[src/rtl/level_detector_if.sv]
// Sample/result bundle for level_detector: sample strobe in, window statistics
// out with a valid/ready handshake. The DUT uses the slave modport.
interface level_detector_if #(
  parameter int NB_DATA = 8
);
  logic                      i_en;
  logic signed [NB_DATA-1:0] i_data;
  logic signed [NB_DATA-1:0] o_max;
  logic signed [NB_DATA-1:0] o_min;
  logic [NB_DATA:0]          o_pkpk;
  logic [NB_DATA-1:0]        o_mean_abs;
  logic                      o_valid;
  logic                      i_ready;
  logic                      o_overrun;

  modport slave (
    input  i_en, i_data, i_ready,
    output o_max, o_min, o_pkpk, o_mean_abs, o_valid, o_overrun
  );

  modport master (
    output i_en, i_data, i_ready,
    input  o_max, o_min, o_pkpk, o_mean_abs, o_valid, o_overrun
  );
endinterface

[src/rtl/level_detector.sv]
// Windowed max/min/peak-to-peak (and optional mean |x|) of a signed sample stream.
// Define LEVEL_DETECTOR_MEAN_ABS_EN to build the mean-absolute-value accumulator.
module level_detector #(
  parameter int NB_DATA  = 8,
  parameter int LOG2_WIN = 6
) (
  input logic            i_clock,
  input logic            i_reset,
  level_detector_if.slave bus
);

  localparam int NB_SUM = NB_DATA + LOG2_WIN;

  typedef enum logic {EMPTY, PENDING} state_t;

  state_t                    state, next_state;
  logic [LOG2_WIN-1:0]       count;
  logic signed [NB_DATA-1:0] run_max, run_min;
  logic signed [NB_DATA-1:0] win_max, win_min;
  logic [NB_DATA:0]          win_pkpk;
  logic [NB_DATA-1:0]        win_mean;
  logic signed [NB_DATA-1:0] max_q, min_q;
  logic [NB_DATA:0]          pkpk_q;
  logic [NB_DATA-1:0]        mean_q;
  logic                      overrun_q;
  logic                      first, last, load, set_overrun;

  assign first = (count == '0);
  assign last  = bus.i_en && (&count);

  // Window statistics including the sample on the current edge, so the last
  // sample of a window lands in the result registers on its own edge.
  assign win_max  = (first || (bus.i_data > run_max)) ? bus.i_data : run_max;
  assign win_min  = (first || (bus.i_data < run_min)) ? bus.i_data : run_min;
  assign win_pkpk = {win_max[NB_DATA-1], win_max} - {win_min[NB_DATA-1], win_min};

  always_ff @(posedge i_clock or posedge i_reset) begin
    if (i_reset) begin
      count   <= '0;
      run_max <= '0;
      run_min <= '0;
    end else if (bus.i_en) begin
      count   <= count + 1'b1;
      run_max <= win_max;
      run_min <= win_min;
    end
  end

`ifdef LEVEL_DETECTOR_MEAN_ABS_EN
  logic [NB_SUM-1:0]  acc, acc_next;
  logic [NB_DATA-1:0] abs_x;

  // Most-negative input maps to 2^(NB_DATA-1), which still fits unsigned.
  assign abs_x    = bus.i_data[NB_DATA-1] ? -bus.i_data : bus.i_data;
  assign acc_next = (first ? '0 : acc) + NB_SUM'(abs_x);
  assign win_mean = acc_next[NB_SUM-1:LOG2_WIN];

  always_ff @(posedge i_clock or posedge i_reset) begin
    if (i_reset) begin
      acc <= '0;
    end else if (bus.i_en) begin
      acc <= acc_next;
    end
  end
`else
  assign win_mean = '0;
`endif

  always_ff @(posedge i_clock or posedge i_reset) begin
    if (i_reset) begin
      state <= EMPTY;
    end else begin
      state <= next_state;
    end
  end

  // A completing window is loaded if the slot is free or being drained on the
  // same edge; otherwise the held result wins and the drop is flagged.
  always_comb begin
    next_state  = state;
    load        = 1'b0;
    set_overrun = 1'b0;
    case (state)
      EMPTY: begin
        if (last) begin
          load       = 1'b1;
          next_state = PENDING;
        end
      end
      PENDING: begin
        if (last) begin
          if (bus.i_ready) begin
            load = 1'b1;
          end else begin
            set_overrun = 1'b1;
          end
        end else if (bus.i_ready) begin
          next_state = EMPTY;
        end
      end
      default: next_state = EMPTY;
    endcase
  end

  always_ff @(posedge i_clock or posedge i_reset) begin
    if (i_reset) begin
      max_q     <= '0;
      min_q     <= '0;
      pkpk_q    <= '0;
      mean_q    <= '0;
      overrun_q <= 1'b0;
    end else begin
      if (load) begin
        max_q  <= win_max;
        min_q  <= win_min;
        pkpk_q <= win_pkpk;
        mean_q <= win_mean;
      end
      if (set_overrun) begin
        overrun_q <= 1'b1;
      end
    end
  end

  assign bus.o_max      = max_q;
  assign bus.o_min      = min_q;
  assign bus.o_pkpk     = pkpk_q;
  assign bus.o_mean_abs = mean_q;
  assign bus.o_valid    = (state == PENDING);
  assign bus.o_overrun  = overrun_q;

endmodule
[src/flat_wrapper.sv]
// flat-port wrapper written by rule: the top's interface ports become plain ports
module level_detector_flat 
#(
  parameter int NB_DATA  = 8,
  parameter int LOG2_WIN = 6
)
  (i_clock, i_reset, bus_i_en, bus_i_data, bus_i_ready, bus_o_max, bus_o_min, bus_o_pkpk, bus_o_mean_abs, bus_o_valid, bus_o_overrun);
  level_detector_if #(.NB_DATA(NB_DATA)) bus_i ();
  input logic i_clock;
  input logic i_reset;
  input wire logic [$bits(bus_i.i_en)-1:0] bus_i_en;
  input wire logic [$bits(bus_i.i_data)-1:0] bus_i_data;
  input wire logic [$bits(bus_i.i_ready)-1:0] bus_i_ready;
  output wire logic [$bits(bus_i.o_max)-1:0] bus_o_max;
  output wire logic [$bits(bus_i.o_min)-1:0] bus_o_min;
  output wire logic [$bits(bus_i.o_pkpk)-1:0] bus_o_pkpk;
  output wire logic [$bits(bus_i.o_mean_abs)-1:0] bus_o_mean_abs;
  output wire logic [$bits(bus_i.o_valid)-1:0] bus_o_valid;
  output wire logic [$bits(bus_i.o_overrun)-1:0] bus_o_overrun;
  assign bus_i.i_en = bus_i_en;
  assign bus_i.i_data = bus_i_data;
  assign bus_i.i_ready = bus_i_ready;
  assign bus_o_max = bus_i.o_max;
  assign bus_o_min = bus_i.o_min;
  assign bus_o_pkpk = bus_i.o_pkpk;
  assign bus_o_mean_abs = bus_i.o_mean_abs;
  assign bus_o_valid = bus_i.o_valid;
  assign bus_o_overrun = bus_i.o_overrun;
  level_detector #(.NB_DATA(NB_DATA), .LOG2_WIN(LOG2_WIN)) u_core (.i_clock(i_clock), .i_reset(i_reset), .bus(bus_i));
endmodule
[config.mk]
export PLATFORM = sky130hd
export DESIGN_NAME = level_detector_flat
export DESIGN_NICKNAME = d
export VERILOG_FILES = /design/src/rtl/level_detector_if.sv /design/src/rtl/level_detector.sv /design/src/flat_wrapper.sv
export SDC_FILE = /design/constraint.sdc
export NUM_CORES = 1
export LEC_CHECK = 0
export ABC_AREA = 0
export BUFFER_PORTS_ARGS = -buffer_cell sky130_fd_sc_hd__buf_4
export CAP_MARGIN = 20
export CELL_PAD_IN_SITES_DETAIL_PLACEMENT = 2
export CELL_PAD_IN_SITES_GLOBAL_PLACEMENT = 2
export CORE_MARGIN = 2
export CORE_UTILIZATION = 33
export CTS_CLUSTER_DIAMETER = 60
export DETAILED_ROUTE_END_ITERATION = 6
export PLACE_DENSITY_LB_ADDON = 0.15
export SYNTH_ARGS = -nofsm -noshare
export SYNTH_HDL_FRONTEND = slang
export SYNTH_SLANG_ARGS = --single-unit
[constraint.sdc]
create_clock -name i_clock -period 3.1 [get_ports i_clock]
set_clock_uncertainty 0.1 [all_clocks]
set_input_delay 0.155 -clock i_clock [delete_from_list [all_inputs] [get_ports i_clock]]
set_output_delay 0.155 -clock i_clock [all_outputs]
set_load 0.02 [all_outputs]
[Yosys cells after proc, flatten, opt, wreduce, memory -nomap -nowiden]
Index checks and enable logic that the tools add are counted.
Word-level totals
  memories kept: 0
  bits in latches: 0
  bits in registers: 49
  bits of input ports: 12
  logic and storage cells: 29
  bits in read-only memories: 0
  RAM bits: 0
  output and inout port bits: 35
Operators by class
  shift-type cells: 0
  magnitude comparators: 2
  bitwise logic cells: 1
  $mul: 0
  equality and inequality tests: 0
  muxes and demuxes: 11
  add/sub/neg operators: 2
  divide/modulo/power cells: 0
  reduce and logical (&&, ||, !) cells: 5
Operators by type and width (count)
  two-way mux 8 bit: 2
  subtractor 8 x 8 -> 9 bit: 1
  greater-than comparator 8 bit: 1
  less-than comparator 8 bit: 1
  two-way mux 1 bit: 7
  adder 6 x 1 -> 6 bit (second input constant): 1
  logical NOT 6 bit: 1
  AND reduction 6 bit: 1
  one-hot mux 1 bit (2 select lines): 2
  logical OR 1 bit: 2
  logical AND 1 bit: 1
  inverter 1 bit: 1

[Logic depth before layout (Yosys ltp)]
Gate-level depths: netlist of run 1.
  word-level depth: 4
  depth in mapped cells: 16
  depth with buffers taken out: 15

[Least setup slack after synthesis of run 1]
No wires, ideal clock.
  kind: register to register
  start point: register u_core.run_min[6]
  end point: register u_core.pkpk_q[5] (netlist: u_core.bus.o_pkpk[5])
  buffers on the path: 1
  arrival time: 3181 ps
  stages on the path, launching flop included: 15
  path slack: -276 ps
  setup time: 96 ps
  cells stage by stage: dfrtp_1 inv_1 ha_1 and3_1 nand3_1 o21ai_0 clkbuf_1 o21ai_0 a21boi_0 ha_1 nor2b_1 o31a_1 o21a_1 o21a_1 o31ai_1
Between the ends
  word-level cells in the longest chain between the ends: 4
Ends and longest elaborated chain
  start: declaration: RTL line level_detector.sv:18  | logic signed [NB_DATA-1:0] run_max, run_min;
  start signal: assignment: RTL line level_detector.sv:45  | run_min <= win_min;
  less-than comparator 8 bit: RTL line level_detector.sv:34  | assign win_min = (first || (bus.i_data < run_min)) ? bus.i_data : run_min;
  logical OR 1 bit: RTL line level_detector.sv:34
  two-way mux 8 bit: RTL line level_detector.sv:34
  subtractor 8 x 8 -> 9 bit: RTL line level_detector.sv:35  | assign win_pkpk = {win_max[NB_DATA-1], win_max} - {win_min[NB_DATA-1], win_min};
  end signal: assignment: RTL line level_detector.sv:116  | pkpk_q <= win_pkpk;
  end: declaration: RTL line level_detector.sv:23  | logic [NB_DATA:0] pkpk_q;
Every way passes these cells.
A chain may end at the register's enable or synchronous reset.

[Final worst setup path of run 1]
  start point: register u_core.run_max[4]
  end point: register u_core.pkpk_q[4] (netlist: u_core.bus.o_pkpk[4])
Between the ends
  word-level cells in the longest chain between the ends: 4
Ends and longest elaborated chain
  start: declaration: RTL line level_detector.sv:18
  start signal: assignment: RTL line level_detector.sv:44  | run_max <= win_max;
  greater-than comparator 8 bit: RTL line level_detector.sv:33  | assign win_max = (first || (bus.i_data > run_max)) ? bus.i_data : run_max;
  logical OR 1 bit: RTL line level_detector.sv:33
  two-way mux 8 bit *: RTL line level_detector.sv:33
  subtractor 8 x 8 -> 9 bit *: RTL line level_detector.sv:35
Mark *: on every way between the ends. The rest lies on a longest branch, timed or not.

==> results of run 1 <==
==> sequential cells by signal, summed over array words and instances (netlist names) <==
signal / flops
u_core.run_min: 8
u_core.run_max: 8
u_core.bus.o_overrun: 1
u_core.bus.o_max: 8
u_core.count: 6
u_core.bus.o_valid: 1
u_core.bus.o_min: 8
u_core.bus.o_pkpk: 9
==> power by group through the flow <==
| stage | clock, mW | sequential [mW] | combinational, mW |
|---|---|---|---|
| final | 0.389 | 0.951 | 3.65 |
| after CTS | 0.403 | 0.949 | 3.36 |
| after global placement | 0 | 0.942 | 2.78 |
| after floorplan | 0 | 1.01 | 1.64 |
| after detailed placement | 0 | 0.956 | 2.91 |
| after global routing | 0.422 | 0.976 | 3.94 |
==> critical path, cell delays in order (launching register included) <==
cell	delay, ns
dfrtp_1	0.36
inv_1	0.05
ha_1	0.27
nand4_1	0.14
buf_4	0.15
buf_6	0.09
a211oi_4	0.04
o32ai_4	0.43
mux2i_1	0.30
ha_2	0.23
inv_2	0.04
fa_2	0.38
buf_6	0.13
a21o_1	0.16
a21oi_2	0.15
xor2_1	0.19
o21ai_1	0.09
==> layout make-up <==
class / instances / area share [%]
multi-input combinational: 211 / 43.20
sequential: 49 / 28.68
timing repair buffer: 114 / 20.98
tap: 108 / 3.161
inverter: 24 / 2.107
clock buffer: 8 / 1.873
==> repair_timing <==
| action | CTS | global route |
|---|---|---|
| resized for setup | 25 | 15 |
| hold buffers | 1 | 0 |
| setup endpoints to repair | 7 | 7 |
| pin swaps | 17 | 15 |
| setup buffers | 9 | 6 |
| endpoints found under the hold margin | 23 | 0 |
==> synthesized netlist by cell type, types with 3 or more instances <==
library cell / count / share of area, %
o211ai_1: 17 / 4.2
o221a_2: 8 / 3.0
xor2_1: 4 / 1.2
ha_1: 25 / 10
dfrtp_1: 49 / 40
o21ai_0: 15 / 2.5
buf_4: 8 / 2.0
o21a_1: 5 / 1.2
a21oi_1: 6 / 0.99
nand2b_1: 11 / 2.3
inv_1: 24 / 3.0
o2bb2ai_1: 7 / 2.0
nand4_1: 4 / 0.82
nand2_1: 33 / 4.1
a21boi_0: 7 / 1.7
mux2_2: 12 / 4.5
nand3_1: 3 / 0.49
nor3b_1: 4 / 0.99
clkbuf_1: 9 / 1.1
a211oi_1: 3 / 0.74
xnor2_1: 4 / 1.2
==> layer usage <==
layer / track usage [%] / part of all wire [%] / up-vias / wire [µm]
met2: 38.57 / 51 / 62 / 5453
met1: 27.74 / 44 / 1378 / 4725
li1: - / - / 1271 / -
met3: 2.994 / 3.2 / 11 / 344
met5: 0 / 0 / - / 0
met4: 5.374 / 1.9 / 0 / 199
==> logic make-up after synthesis <==
group,after synthesis
buffers and inverters,43
adder cells (fa/ha/maj),26
other,1
AO/OA/AOI/OAI,84
multiplexers,15
flip-flops,49
AND/OR/NAND/NOR,70
XOR/XNOR,8
==> cell usage in the layout, fill, tap and decap left out, types with 8 or more instances in the layout <==
| master | instances |
|---|---|
| o211ai_1 | 17 |
| conb_1 | 8 |
| ha_1 | 17 |
| dfrtp_1 | 49 |
| o21ai_0 | 10 |
| mux2_2 | 9 |
| nand2b_1 | 11 |
| buf_4 | 105 |
| o221a_2 | 8 |
| inv_1 | 18 |
| nand2_1 | 33 |
==> how the worst min path moves through the flow <==
stage | start | depth (start not counted) | end
2_1_floorplan | bus_i_en | 2 | u_core.run_max[7]
3_3_place_gp | u_core.bus.o_pkpk[1] | 2 | u_core.bus.o_pkpk[1]
3_5_place_dp | i_reset | 2 | u_core.bus.o_min[7]
4_1_cts | bus_i_data[2] | 2 | u_core.bus.o_min[2]
5_1_grt | bus_i_data[2] | 2 | u_core.bus.o_min[2]
6_report | bus_i_data[2] | 2 | u_core.bus.o_min[2]
==> impl_metrics.toml, run 1 <==
[yosys]
syn_avg_cell_area_um2 = 10.25
ys_seq_area_share_pct = 40.41
yosysWarnings = 0
synth_adder_area_share_pct = 10.97
synth_seq_cells = 49
synth_top_family_by_area = "compound AO/OA/AOI/OAI gates"
synth-xor-area-share_pct = 2.309
synth_compound_area_share_pct = 21.77
synth_edf_count = 0
syn_inst = 296
synth-simple-area-share_pct = 12.04
synthFlopType = "dfrtp_1"
netlist_area_um2 = 3034
synthArstFlopShare_pct = 100.0
synth_mux_area_share_pct = 5.773
synth.distinct_cells = 49

[layout]
finish.utilization_pct = 48.55
fin_area_um2 = 4275
syn_to_final_growth_pct = 40.91
num-fill-cells = 940
drive_above_1_share_pct = 43.35
layoutNonFillerInstCount = 514
multi_input_area_um2 = 1847
regArea_um2 = 1226
antenna_cells = 0
nets = 443

[place]
placed_cell_area_um2 = 3904
place_hpwl_mm = 7.489
io_buffers = 38
dp.cells = 492
place_congestion = 0.7829
pre_cts_ws_ns = -0.4854

[clock_network]
h-tree-depth = 2
insertion_delay_ns = 0.31
root_buffer = "clkbuf_8"
cts_sinks = 49
cts_tree = "done"
clock_path_buffers = 2
clk_pin_slew_worst_paths_ns = 0.09
numCtsBuffers = 5

[routing]
drt-total-wl_mm = 10.72
drt-pass1-iter-count = 4
ant_nets = 0
vias_per_cell = 5.296
drtIter0Drc = 64
wl_per_cell_um = 20.86
dr_total_vias = 2722
drc_errors = 0

[pwr]
power.share.clock_pct = 7.8
p_total_mw = 4.993
seqPwrFrac_pct = 19.0
ir_worst_vdd_v = 0.0005488
pwr-share-comb_pct = 73.2
switchingPower_mw = 2.151
power_density_nw_per_um2 = 1168
power_leakage_nw = 2.087
swShare_pct = 43.08
p_int_mw = 2.842

[timing]
fin_crit_ns = 3.446
final.period_utilization_pct = 111.2
fin_ws_ns = -0.3461
setup_viol = 7
timing.fmax_mhz = 290.2
maxSlewHeadroom_pct = 42.18
slew_viol_final = 0
worst_pin_slew_ns = 0.8634
rsz0062_at_grt = "yes"
fin_tns_setup_ns = -1.756
hold_viol_final = 0
hold_slack_ns = 0.05897

[worst_setup_path]
cp-startpoint = "u_core.run_max[4]"
r2r_cells = 16
cp.arrival_ns = 3.53
cp-endpoint = "u_core.bus.o_pkpk[4]"
required_ns = 3.18
r2r-start = "u_core.run_max[4]"
startpoint_type = "register"
crit_type = "reg -> reg"
crit_path_max_fanout = 6
rr_endpoint = "u_core.bus.o_pkpk[4]"
r2r_slack_ns = -0.35
worstSetupEndpointType = "register"

[floorplanning]
fp.dieH_um = 99.89
std_cell_rows = 34
start_util_pct = 34.46
core_um2 = 8806
ios = 47
fp.dieW_um = 99.89
die_area_um2 = 9977

[global_route]
antenna_found_initial = 0
grt-ovfl-total = 0
first_global_vias = 3027
grt_max_degree = 28
track_usage_pct = 21.65
grt_first_pass_wirelength_mm = 16.54

[run]
max-cap-violations = 0

[outcome]
status = "finished with violations"
failed_checks = "negative setup slack"

[hold_path]
holdCritPathClass = "in -> reg"
(Power assumes the default switching activity.)
==> run 2: changes to the inputs <==
Settings changed: BUFFER_PORTS_ARGS -buffer_cell sky130_fd_sc_hd__buf_4 to not set, CORE_UTILIZATION 33 to 35, DONT_BUFFER_PORTS set to 1.
==> run 2 against run 1 <==
  * The run still ends with negative setup slack left
  * Sequential power increased by 5%
  * Sequential share of layout area increased by 2.0 points
  * Non-clock buffer count decreased by 36
  * First-iteration DRC count increased by 30%
  * Sequential cell count unchanged
  * Hold slack got worse by 0.040 ns
  * Combinational power decreased by 6.6%
  * Critical path depth decreased by 2
  * Final area decreased by 6.6%
  * Via count decreased by 5.8%
  * Die area decreased by 5.5%
  * Worst setup slack improved by 0.049 ns
  * Largest cell class unchanged
==> impl_metrics.toml, run 2 (same netlist as run 1, synthesis figures left out) <==
[global_route]
antenna_found_initial = 0
grt_max_degree = 50
grt_first_pass_wirelength_mm = 16.24
track_usage_pct = 22.06
grt-ovfl-total = 0
first_global_vias = 2900

[place]
placed_cell_area_um2 = 3580
place_hpwl_mm = 6.882
place_congestion = 0.8254
io_buffers = 0
dp.cells = 448

[floorplanning]
fp.dieH_um = 97.11
core_um2 = 8299
std_cell_rows = 33
die_area_um2 = 9429
start_util_pct = 36.56
fp.dieW_um = 97.11
ios = 47

[clock_network]
cts_sinks = 49
clock_path_buffers = 2
root_buffer = "clkbuf_8"
cts_tree = "done"
clk_pin_slew_worst_paths_ns = 0.09
numCtsBuffers = 5
insertion_delay_ns = 0.32
h-tree-depth = 2

[hold_path]
holdCritPathClass = "in -> reg"
worstHoldPathCells = 2

[pwr]
power_leakage_nw = 1.903
power_density_nw_per_um2 = 1214
ir_worst_vdd_v = 0.0006645
p_total_mw = 4.850

[timing]
worst_pin_slew_ns = 0.5318
rsz0062_at_grt = "yes"
setup_viol = 7
maxSlewHeadroom_pct = 64.49
hold_viol_final = 0
hold_slack_ns = 0.01866
fin_ws_ns = -0.2970
fin_crit_ns = 3.397
final.period_utilization_pct = 109.6
slew_viol_final = 0
timing.fmax_mhz = 294.4

[worst_setup_path]
cp.arrival_ns = 3.48
path_cells = "inv_1 -> ha_4 -> nand4_1 -> o32a_1 -> o32ai_4 -> mux2i_2 -> ha_2 -> inv_2 -> fa_2 -> a211oi_2 -> o21bai_1 -> a21oi_2 -> xnor2_1 -> o21ai_1"
startpoint_type = "register"
path_depth = 14
worstSetupEndpointType = "register"
slowest_delay_ns = 0.38
cp_top_family = "compound AO/OA/AOI/OAI gates"
crit_path_max_fanout = 7
r2r_cells = 14
crit_type = "reg -> reg"
critPathSlowestCell = "o32a_1"
cp_num_buf_inv = 2
required_ns = 3.19

[routing]
dr_total_vias = 2563
drt-pass1-iter-count = 4
vias_per_cell = 5.396
drtIter0Drc = 83
drc_errors = 0
ant_nets = 0
drt-total-wl_mm = 10.10
wl_per_cell_um = 21.26

[layout]
layoutNonFillerInstCount = 475
nets = 407
largest_register_ffs = 9
mostFrequentLayoutCell = "buf_4"
syn_to_final_growth_pct = 31.63
antenna_cells = 0
finish.utilization_pct = 48.12
final_cell_mix = "buf_4 (67), dfrtp_1 (49), nand2_1 (32), inv_1 (20), ha_1 (19)"
drive_above_1_share_pct = 35.95
fin_area_um2 = 3994

[outcome]
status = "finished with violations"
failed_checks = "negative setup slack"

[run]
max-cap-violations = 0
## run 2: changes by cell type in the layout (fill, tap and decap cells not counted), sizes merged
cell / before / now
buf: 113 / 68
dlygate4sd3: 1 / 10
clkbuf: 8 / 7
clkinv: 0 / 1
## run 2: area by class of cell
class,instances,area [µm²]
clock buffer,7,96.34
tap,105,131.4
multi-input combinational,211,1822
fill,882,4305
clock inverter,1,5.005
sequential,49,1226
timing repair buffer,78,623.1
inverter,24,90.09
## run 2: per-stage QoR
| step | TNS, ns | setup WS [ns] |
|---|---|---|
| floorplan | -0.1288 | -0.1008 |
| global placement | -1.048 | -0.2731 |
| detailed placement | -1.299 | -0.3191 |
| CTS | -1.305 | -0.2936 |
| global route | -2.643 | -0.4730 |
| finish | -1.452 | -0.2970 |
## run 2: path summary, 6_finish.rpt
path                                        start              endpoint  slack [ns]
worst max register to register  u_core.run_max[6]  u_core.bus.o_pkpk[6]       -0.30
worst min register to register    u_core.count[0]       u_core.count[0]        0.46
min in group asynchronous                 i_reset     u_core.run_min[3]        0.23
worst min-delay path                  bus_i_ready    u_core.bus.o_valid        0.02
max in group asynchronous                 i_reset   u_core.bus.o_max[1]        2.13
worst max-delay path            u_core.run_max[6]  u_core.bus.o_pkpk[6]       -0.30
## run 2: layer usage
| metal | part of all wire (%) | global-route usage [%] | routed length (µm) |
|---|---|---|---|
| met5 | 0 | 0 | 0 |
| met4 | 1.9 | 6.067 | 189 |
| met3 | 3.9 | 3.669 | 396 |
| met2 | 50 | 37.87 | 5076 |
| met1 | 44 | 28.76 | 4435 |
## run 2: worst reg2reg max path, delay by kind of cell (launching register included)
| family | cells | cell delay (ns) |
|---|---|---|
| simple gates | 1 | 0.18 |
| flops | 1 | 0.36 |
| compound gates | 6 | 1.18 |
| buf+inv | 2 | 0.12 |
| fa+ha+maj | 3 | 0.88 |
| mux | 1 | 0.32 |
| xor+xnor | 1 | 0.13 |
## run 2: power breakdown
group          internal [mW]  total, mW  switching [mW]
Clock                  0.202      0.435           0.233
Combinational           1.79       3.41            1.62
Sequential             0.827       1.00           0.176
Total                   2.82       4.85            2.03
## run 2: timing repair
action	in CTS	in global routing
cloned	0	0
setup endpoints to repair	7	8
gates resized for setup	21	11
pin swaps	9	7
setup buffers	7	2
endpoints found under the hold margin	75	0
hold buffers	10	0
